==> config.mk <==
export PLATFORM = sky130hd
export DESIGN_NAME = ap_req_bridge
export DESIGN_NICKNAME = d
export VERILOG_FILES = /design/src/rtl/jtag_types_pkg.sv /design/src/rtl/ap_req_bridge.sv
export SDC_FILE = /design/constraint.sdc
export NUM_CORES = 1
export LEC_CHECK = 0
export ABC_CLOCK_PERIOD_IN_PS = 7800
export CAP_MARGIN = 20
export CORE_MARGIN = 4
export CORE_UTILIZATION = 45
export CTS_BUF_LIST = sky130_fd_sc_hd__clkbuf_16
export CTS_CLUSTER_DIAMETER = 100
export DETAILED_ROUTE_END_ITERATION = 12
export PLACE_DENSITY = 0.77
export SYNTH_ARGS = -nofsm -noshare
export SYNTH_HDL_FRONTEND = slang
export SYNTH_SLANG_ARGS = --single-unit
==> constraint.sdc <==
create_clock -name CLK -period 7.8 [get_ports CLK]
set_input_delay 1.56 -clock CLK [delete_from_list [all_inputs] [get_ports CLK]]
set_output_delay 1.56 -clock CLK [all_outputs]
set_load 0.01 [all_outputs]
==> src/rtl/jtag_types_pkg.sv <==
// jtag_types_pkg: shared types and constants for the AP request bridge
package jtag_types_pkg;
  localparam int DATA_WIDTH = 32;
  localparam int ADDR_WIDTH = 8;
  localparam int RNW_WIDTH  = 1;
  localparam int REQ_WIDTH  = DATA_WIDTH + ADDR_WIDTH + RNW_WIDTH;
  localparam int PEND_MAX   = 4;
  typedef enum logic [1:0] {
    ACK_NONE = 2'b00,
    ACK_WAIT = 2'b01,
    ACK_OK   = 2'b10
  } ack_e;
  typedef enum logic [1:0] {
    S_IDLE,
    S_PUSH,
    S_POP
  } state_e;
  // all-ones address/data with rnw=0 clears the sticky overrun instead of pushing
  localparam logic [REQ_WIDTH-1:0] CLEAR_CMD = {{(REQ_WIDTH-1){1'b1}}, 1'b0};
endpackage

==> src/rtl/ap_req_bridge.sv <==
// ap_req_bridge: JTAG DR scan register bridging AP requests into a request FIFO
// and read responses back out of a response FIFO, with pending-read accounting.
module ap_req_bridge
  import jtag_types_pkg::*;
#(
  parameter int DATA_W   = DATA_WIDTH,
  parameter int ADDR_W   = ADDR_WIDTH,
  parameter int MAX_PEND = PEND_MAX
) (
  input  logic                       CLK,
  input  logic                       rst,
  input  logic                       ap_sel,
  input  logic                       capture_dr,
  input  logic                       shift_dr,
  input  logic                       update_dr,
  input  logic                       tdi,
  output logic                       tdo,
  input  logic                       wfull,
  output logic                       winc,
  output logic [DATA_W+ADDR_W:0]     wdata_fifo1,
  input  logic                       rempty,
  output logic                       rinc,
  input  logic [DATA_W-1:0]          rdata_fifo2
);
  localparam int REQ_W = DATA_W + ADDR_W + 1;
  state_e           state_q;
  logic [REQ_W-1:0] sr_q;
  logic [REQ_W-1:0] wdata_q;
  logic [2:0]       pend_q;
  logic             ovr_q;
  logic             winc_q;
  logic             rinc_q;
  logic             is_clear;
  logic             can_push;
  ack_e             ack;
  logic [DATA_W-1:0] rsp;
  assign tdo         = ap_sel & sr_q[0];
  assign winc        = winc_q;
  assign rinc        = rinc_q;
  assign wdata_fifo1 = wdata_q;
  always_comb begin
    is_clear = sr_q == {{(REQ_W-1){1'b1}}, 1'b0};
    can_push = !wfull && !(sr_q[0] && pend_q == 3'(MAX_PEND));
    ack      = pend_q == 3'd0 ? ACK_NONE : rempty ? ACK_WAIT : ACK_OK;
    rsp      = ack == ACK_OK ? rdata_fifo2 : '0;
  end
  // PUSH/POP always finish their single-cycle strobe so a FIFO never sees a stretched pulse
  always_ff @(posedge CLK or posedge rst) begin
    if (rst) begin
      state_q <= S_IDLE;
      sr_q    <= '0;
      wdata_q <= '0;
      pend_q  <= '0;
      ovr_q   <= 1'b0;
      winc_q  <= 1'b0;
      rinc_q  <= 1'b0;
    end else begin
      case (state_q)
        S_PUSH: begin
          winc_q  <= 1'b0;
          pend_q  <= pend_q + {2'b00, wdata_q[0]};
          state_q <= S_IDLE;
        end
        S_POP: begin
          rinc_q  <= 1'b0;
          pend_q  <= pend_q - 3'd1;
          state_q <= S_IDLE;
        end
        default: begin
          if (ap_sel) begin
            if (update_dr) begin
              if (is_clear) begin
                ovr_q <= 1'b0;
              end else if (can_push) begin
                wdata_q <= sr_q;
                winc_q  <= 1'b1;
                state_q <= S_PUSH;
              end else begin
                ovr_q <= 1'b1;
              end
            end else if (capture_dr) begin
              sr_q <= {rsp, {(ADDR_W-2){1'b0}}, ovr_q, ack};
              if (ack == ACK_OK) begin
                rinc_q  <= 1'b1;
                state_q <= S_POP;
              end
            end else if (shift_dr) begin
              sr_q <= {tdi, sr_q[REQ_W-1:1]};
            end
          end
        end
      endcase
    end
  end
endmodule

# Word level (Yosys, flattened, before mapping)
# Cells that the tools add are included.
# W data, S select, Z words.
[word_totals]
regBits = 90
inputBits = 41
out_inout_bits = 44
word_cells = 73
[classes]
add_sub_neg = 2
n_eq_ne = 10
muxes = 25
bitwise = 6
n_reduce_logical = 23
[op_table]
columns = ["op", "count"]
rows = [
  ["$mux W41", 2],
  ["$eq A41 B41 Y1 const B", 1],
  ["$mux W32", 1],
  ["$reduce_and A5 Y1", 4],
  ["$mux W2", 9],
  ["$reduce_bool A2 Y1", 9],
  ["$mux W1", 10],
  ["$reduce_and A4 Y1", 2],
  ["$pmux W3 S2", 1],
  ["$reduce_bool A3 Y1", 2],
  ["$not A1 Y1", 5],
  ["$eq A2 B2 Y1 const B", 2],
  ["$ne A2 B1 Y1 const B", 2],
  ["$pmux W1 S2", 2],
  ["$add A3 B1 Y3", 1],
  ["$eq A3 B3 Y1 const B", 1],
  ["$logic_not A3 Y1", 1],
  ["$ne A3 B2 Y1 const B", 1],
  ["$ne A3 B3 Y1 const B", 1],
  ["$sub A3 B1 Y3 const B", 1],
  ["$eq A2 B1 Y1 const B", 1],
  ["$logic_and A1 B1 Y1", 2],
  ["$logic_not A1 Y1", 2],
  ["$ne A2 B2 Y1 const B", 1],
  ["other kinds (2)", 2],
]

# Depth between registers and ports, before layout
# Gate-level depths: netlist of the first run.
[depth]
word_depth = 9
depth_mapped = 8
depth_no_buf = 8

# Least setup slack after synthesis of the first run
# Ideal clock, no wire load.
[synth_path]
kind = "input -> output"
start = "input ap_sel"
end = "output tdo"
arrival_time_ns = 1.899
required_ns = 6.240
path_slack_ns = 4.341
path_stages = 2
path_buffers = 1
cell_sequence = "buf_2 > and2_2"
[synth_via]
elab_chain_len = 1
[synth_lines]
columns = ["element", "line_no", "source"]
rows = [
  ["start, declared", "ap_req_bridge.sv:12", "input logic ap_sel,"],
  ["$and A1 B1 Y1", "ap_req_bridge.sv:37", "assign tdo = ap_sel & sr_q[0];"],
  ["end, declared", "ap_req_bridge.sv:17", "output logic tdo,"],
]
# No other way between the ends.

# Worst setup path after layout of the first run
# Ends and elaborated chain as after synthesis.

==> results of run 1 <==
[power groups by stage]
| stage | logic, mW | clock network, mW | registers [mW] |
|---|---|---|---|
| after floorplan | 0.316 | 0 | 0.766 |
| after global placement | 0.543 | 0 | 0.758 |
| after detailed placement | 0.561 | 0 | 0.768 |
| after CTS | 0.564 | 0.399 | 0.760 |
| after global routing | 0.617 | 0.422 | 0.783 |
| final | 0.560 | 0.391 | 0.759 |
[path summary, 6_finish.rpt]
kind / slack [ns] / cells after the start / endpoint
setup / recovery: 3.31 / 3 / tdo
hold / removal: 0.50 / 1 / pend_q[2]$_DFFE_PP0P_
setup reg to reg: 5.66 / 5 / wdata_fifo1[38]$_DFFE_PP0P_
hold reg to reg: 0.50 / 1 / pend_q[2]$_DFFE_PP0P_
max in group asynchronous: 5.54 / 4 / sr_q[3]$_DFFE_PP0P_
min in group asynchronous: 1.64 / 3 / sr_q[23]$_DFFE_PP0P_
[area by class of cell]
class | count | area, µm² | area share
clock inverters | 6 | 42.5 | 0.00808
multi-input cells | 211 | 1680 | 0.320
well taps | 108 | 135 | 0.0257
clock buffers | 9 | 225 | 0.0428
flip-flops and latches | 90 | 2250 | 0.428
inverters | 9 | 35.0 | 0.00666
repair buffers | 88 | 891 | 0.169
[metrics by stage]
stage          power, mW  std cells  setup slack (ns)  hold slack, ns
6_report            1.71        521              3.31           0.504
5_1_grt             1.82        521              3.26           0.521
2_1_floorplan       1.08        331              3.90           0.464
3_3_place_gp        1.30        505              3.34           0.488
4_1_cts             1.72        520              3.32           0.503
3_5_place_dp        1.33        505              3.33           0.496
[cells in the final DEF (no fill, tap or decap), types with 6 or more instances in the layout]
cell type and instances:
o21ai_0 32, o21ai_1 10, dfrtp_1 90, nand4_1 8, clkdlybuf4s50_1 84, clkbuf_16 9
a22oi_1 32, inv_1 7, mux2_4 39, a21oi_1 6, nand2_1 51
[registers in the layout (all words and copies together) (netlist names)]
signal,cells
sr_q,41
winc,1
pend_q,3
state_q,2
rinc,1
ovr_q,1
wdata_fifo1,41
[critical path: stages]
cell and delay [ns]:
clkdlybuf4s50_1 0.64, and2_2 0.20, clkdlybuf4s50_1 0.53
[kinds of logic after synthesis]
| logic type | count (synthesis) | share of synthesized area |
|---|---|---|
| mux | 44 | 0.156 |
| buf+inv | 30 | 0.0464 |
| fa+ha+maj | 4 | 0.0140 |
| compound gates | 88 | 0.137 |
| flops | 90 | 0.549 |
| simple gates | 73 | 0.0931 |
| xor+xnor | 2 | 0.00427 |
[layer usage]
layer,vias up,track usage,share of wire
li1,1339,-,-
met1,1415,0.235,0.46
met2,71,0.277,0.49
met3,7,0.0335,0.047
met4,0,0.0558,0.0084
met5,-,0,0
==> out/metrics.yaml, run 1 <==
fill_cells: 719
maxCapViolations: 0
grt_max_degree: 91
clockPowerShare: 0.229
vias_per_cell: 5.44
drive_above_1_share: 0.177
ios: 85
critical_path_class: "in2out"
finalHoldViolations: 0
synthCells: 331
setup_tns_ns: 0
worstReg2RegStart: "sr_q[0]$_DFFE_PP0P_"
crit_path_end_kind: "output port"
setup_viol: 0
synth_top_area_cell: "dfrtp_1"
ys_warn_count: 0
post_cts_resized: 0
finalClockSkew_ns: 0.00964
antenna_found_initial: 0
cts.hold.buffers_added: 0
pwr_density_cell_nw_per_um2: 325
synth-edff-count: 0
tritoncts: "built"
die_area_um2: 10700
rsz0062_at_grt: "false"
cts-root-buf: "clkbuf_16"
grt_overflow: 0
synth_ff_type: "dfrtp_1"
cp.arrival_ns: 2.93
grt_pass1_vias: 2985
final_area_um2: 5260
core_area_um2: 8810
synth_seq_cells: 90
routedWlPerCell_um: 16.5
grt_pass1_wl_um: 14500
yosysSeqAreaShare: 0.549
numCtsBuffers: 9
syn_nets: 376
clk_pin_slew_worst_paths_ns: 0.07
critical_path.startpoint_type: "primary input"
yosys.cell_types.count: 38
ys_async_sr_fraction: 1.00
power_leakage_nw: 2.39
avgSynthCellArea_um2: 12.4
min_period_ns: 4.49
relSlewSlack: 0.508
p_sw_frac: 0.315
via_count: 2832
cts-htree-levels: 3
syn2layout_area_growth_pct: 28.3
groute.usage.overall: 0.172
critPathRequiredTime_ns: 6.24
chipWidth_um: 103
final_core_util: 0.598
hp-class: "reg2reg"
worstPathMaxFanout: 8
comb_power_share: 0.327
drt_wl_total_um: 8620
synth.most_common_cell: "dfrtp_1"
row_count: 34
tightest_slew_ns: 0.737
max-vdd-ir-drop_uv: 164
p_int_mw: 1.17
drc_errors: 0
drt_iter0_markers: 105
synth_top_cells_by_area: "dfrtp_1 55%, mux2_4 14%, a22oi_1 5.9%"
cts.sinks: 90
nets: 454
cts_max_path_buffers: 2
post-dp-hpwl_um: 5820
n_antenna_cell: 0
post-route-period-util: 0.575
timing.fmax_mhz: 223
critPathLaunch: "ap_sel"
syn_area_um2: 4100
place.gp.congestion: 0.792
synth.top_cell.area_share: 0.549
io_buffers: 84
placed_area_um2: 4970
p_sw_mw: 0.539
initial_core_util: 0.466
ant_nets: 0
final-max-slew-violation-count: 0
p_seq_frac: 0.444
synthTopCellsByCount: "90 x dfrtp_1, 51 x nand2_1, 39 x mux2_4"
status: "finished clean"
firstDrtPassIters: 4
cts_setup_buffers: 0
min_from: "pend_q[2]$_DFFE_PP0P_"
clkLatencyLatePin_ns: 0.32
die_h_um: 103
Note: power is estimated with default switching activity, not from simulation.
==> run 2, diff against run 1 <==
--- a/config.mk
+++ b/config.mk
@@ -5,7 +5,7 @@
 export SDC_FILE = /design/constraint.sdc
 export NUM_CORES = 1
 export LEC_CHECK = 0
-export ABC_CLOCK_PERIOD_IN_PS = 7800
+export ABC_CLOCK_PERIOD_IN_PS = 4550
 export CAP_MARGIN = 20
 export CORE_MARGIN = 4
 export CORE_UTILIZATION = 45
==> constraint.sdc (replaced) <==
create_clock -name CLK -period 4.55 [get_ports CLK]
set_input_delay 0.91 -clock CLK [delete_from_list [all_inputs] [get_ports CLK]]
set_output_delay 0.91 -clock CLK [all_outputs]
set_load 0.01 [all_outputs]
==> run 2 against run 1 <==
  * First-iteration DRC count increased by 71%
  * Largest cell class unchanged
  * Total power up 72%
  * Cell count increased by 0.19%
  * Combinational power rose by 73%
  * Cell area down 0.12%
  * Hold slack gained 0.0040 ns
  * Clock power grew 68%
  * Critical endpoint unchanged
  * Global-route usage grew 0.90 points
  * Via count rose by 0.78%
==> out/metrics.yaml, run 2 (synthesized netlist as in run 1, its figures left out) <==
status: "finished clean"  # unchanged
tritoncts: "built"  # unchanged
min_from: "wdata_fifo1[7]$_DFFE_PP0P_"  # was pend_q[2]$_DFFE_PP0P_
chipWidth_um: 103  # unchanged
final-max-slew-violation-count: 0  # unchanged
setup_viol: 0  # unchanged
reg2reg_setup_slack_ns: 2.36  # was 5.66 ns
crit_buf_inv: 2  # unchanged
final_cells: 522  # was 521
grt_pass1_vias: 2945  # was 2985
maxCapViolations: 0  # unchanged
critical_path.startpoint_type: "primary input"  # unchanged
setup_tns_ns: 0  # unchanged
nets: 454  # unchanged
cts.hold.buffers_added: 0  # unchanged
drc_errors: 0  # unchanged
cp.arrival_ns: 2.29  # was 2.93 ns
layout_commonest_cell: "dfrtp_1"  # unchanged
max-vdd-ir-drop_uv: 281  # was 164 µV
routedWlPerCell_um: 17.6  # was 16.5 µm
cts-htree-levels: 3  # unchanged
core_area_um2: 8810  # unchanged
initial_core_util: 0.466  # unchanged
cts_max_path_buffers: 2  # unchanged
hold_depth: 1  # unchanged
antenna_found_initial: 0  # unchanged
slowest_delay_ns: 0.66  # was 0.64 ns
critical_path_class: "in2out"  # unchanged
groute.usage.overall: 0.181  # was 0.172
die_h_um: 103  # unchanged
grt_overflow: 0  # unchanged
pre_cts_ws_ns: 1.19  # was 3.33 ns
cts_setup_buffers: 0  # unchanged
drt_wl_total_um: 9180  # was 8620 µm
cts-root-buf: "clkbuf_16"  # unchanged
ios: 85  # unchanged
ant_nets: 0  # unchanged
tightest_slew_ns: 0.801  # was 0.737 ns
grt_max_degree: 52  # was 91
cts.sinks: 90  # unchanged
layout_setup_ws_ns: 1.35  # was 3.31 ns
post-dp-hpwl_um: 6250  # was 5820 µm
pwr_density_cell_nw_per_um2: 558  # was 325 nW/µm²
placed_cells: 506  # was 505
io_buffers: 84  # unchanged
timing.fmax_mhz: 312
place.gp.congestion: 0.853  # was 0.792
clk_pin_slew_worst_paths_ns: 0.06  # was 0.07 ns
crit_family: "buffers and inverters"  # unchanged
post_cts_resized: 0  # unchanged
via_count: 2854  # was 2832
die_area_um2: 10700  # unchanged
layout_common_cells: "90 x dfrtp_1, 84 x clkdlybuf4s50_1, 51 x nand2_1"  # unchanged
worstReg2RegStart: "state_q[0]$_DFFE_PP0P_"  # was sr_q[0]$_DFFE_PP0P_
fill_cells: 688  # was 719
power_leakage_nw: 2.39  # about the same
crit_slowest_cell: "clkdlybuf4s50_1"  # unchanged
whs_ns: 0.508  # was 0.504 ns
syn2layout_area_growth_pct: 28.2  # was 28.3%
min_period_ns: 3.20
drt_iter0_markers: 180  # was 105
grt_pass1_wl_um: 14900  # was 14500 µm
clkLatencyLatePin_ns: 0.33  # was 0.32 ns
vias_per_cell: 5.47  # was 5.44
row_count: 34  # unchanged
post-route-period-util: 0.704
path_cells: "clkdlybuf4s50_1 > and2_2 > clkdlybuf4s50_1"  # unchanged
worstPathMaxFanout: 8  # unchanged
n_antenna_cell: 0  # unchanged
hold_end: "wdata_fifo1[7]$_DFFE_PP0P_"  # was pend_q[2]$_DFFE_PP0P_
critPathRequiredTime_ns: 3.64  # was 6.24 ns
hp-class: "reg2reg"  # unchanged
drive_above_1_share: 0.169  # was 0.177
finalClockSkew_ns: 0.00499  # was 0.00964 ns
numCtsBuffers: 9  # unchanged
firstDrtPassIters: 4  # unchanged
finalHoldViolations: 0  # unchanged
crit_path_frequent_cell: "clkdlybuf4s50_1"  # unchanged
reg2reg_depth: 6  # was 5
r2r_end: "sr_q[11]$_DFFE_PP0P_"  # was wdata_fifo1[38]$_DFFE_PP0P_
crit_path_end_kind: "output port"  # unchanged
total_power_mw: 2.93  # was 1.71 mW
rsz0062_at_grt: "false"  # unchanged
relSlewSlack: 0.466  # was 0.508
[run 2: worst max path at each step]
stage | start | to | slack, ns | cells after the start
floorplan | rst | ovr_q$_DFFE_PP0P_ | 1.30 | 1
global placement | capture_dr | state_q[0]$_DFFE_PP0P_ | 1.29 | 7
detailed placement | capture_dr | state_q[0]$_DFFE_PP0P_ | 1.19 | 7
CTS | ap_sel | tdo | 1.35 | 3
global route | capture_dr | state_q[1]$_DFFE_PP0P_ | 1.24 | 6
finish | ap_sel | tdo | 1.35 | 3
[run 2: worst register-to-register path, cell delays in order (launching register included)]
cell and delay [ns]:
dfrtp_1 0.38, inv_1 0.06, ha_1 0.46, o2111ai_4 0.48
buf_4 0.45, nand2_1 0.15, o21ai_0 0.09
[run 2: layout make-up]
type	instances	area, µm²	area share
Clock buffer	9	225	0.0428
Clock inverter	7	36.3	0.00690
Inverter	9	35.0	0.00667
Multi-Input combinational cell	211	1680	0.320
Sequential cell	90	2250	0.428
Tap cell	108	135	0.0257
Timing Repair Buffer	88	891	0.169
[run 2: per-stage QoR]
stage	util	cell area, µm²
after floorplan	-	4100
after global placement	0.564	4970
after detailed placement	0.567	4990
after CTS	0.597	5260
after global routing	0.597	5260
final	0.597	5260
[run 2: metal layers]
layer,global-route usage,vias up,share of wire
li1,-,1342,-
met3,0.0315,15,0.053
met4,0.0588,0,0.016
met5,0,-,0
met2,0.286,88,0.49
met1,0.255,1409,0.44
[run 2: power breakdown]
group	switching (mW)	internal (mW)
sequential	0.239	1.07
clock	0.294	0.362
combinational	0.400	0.569
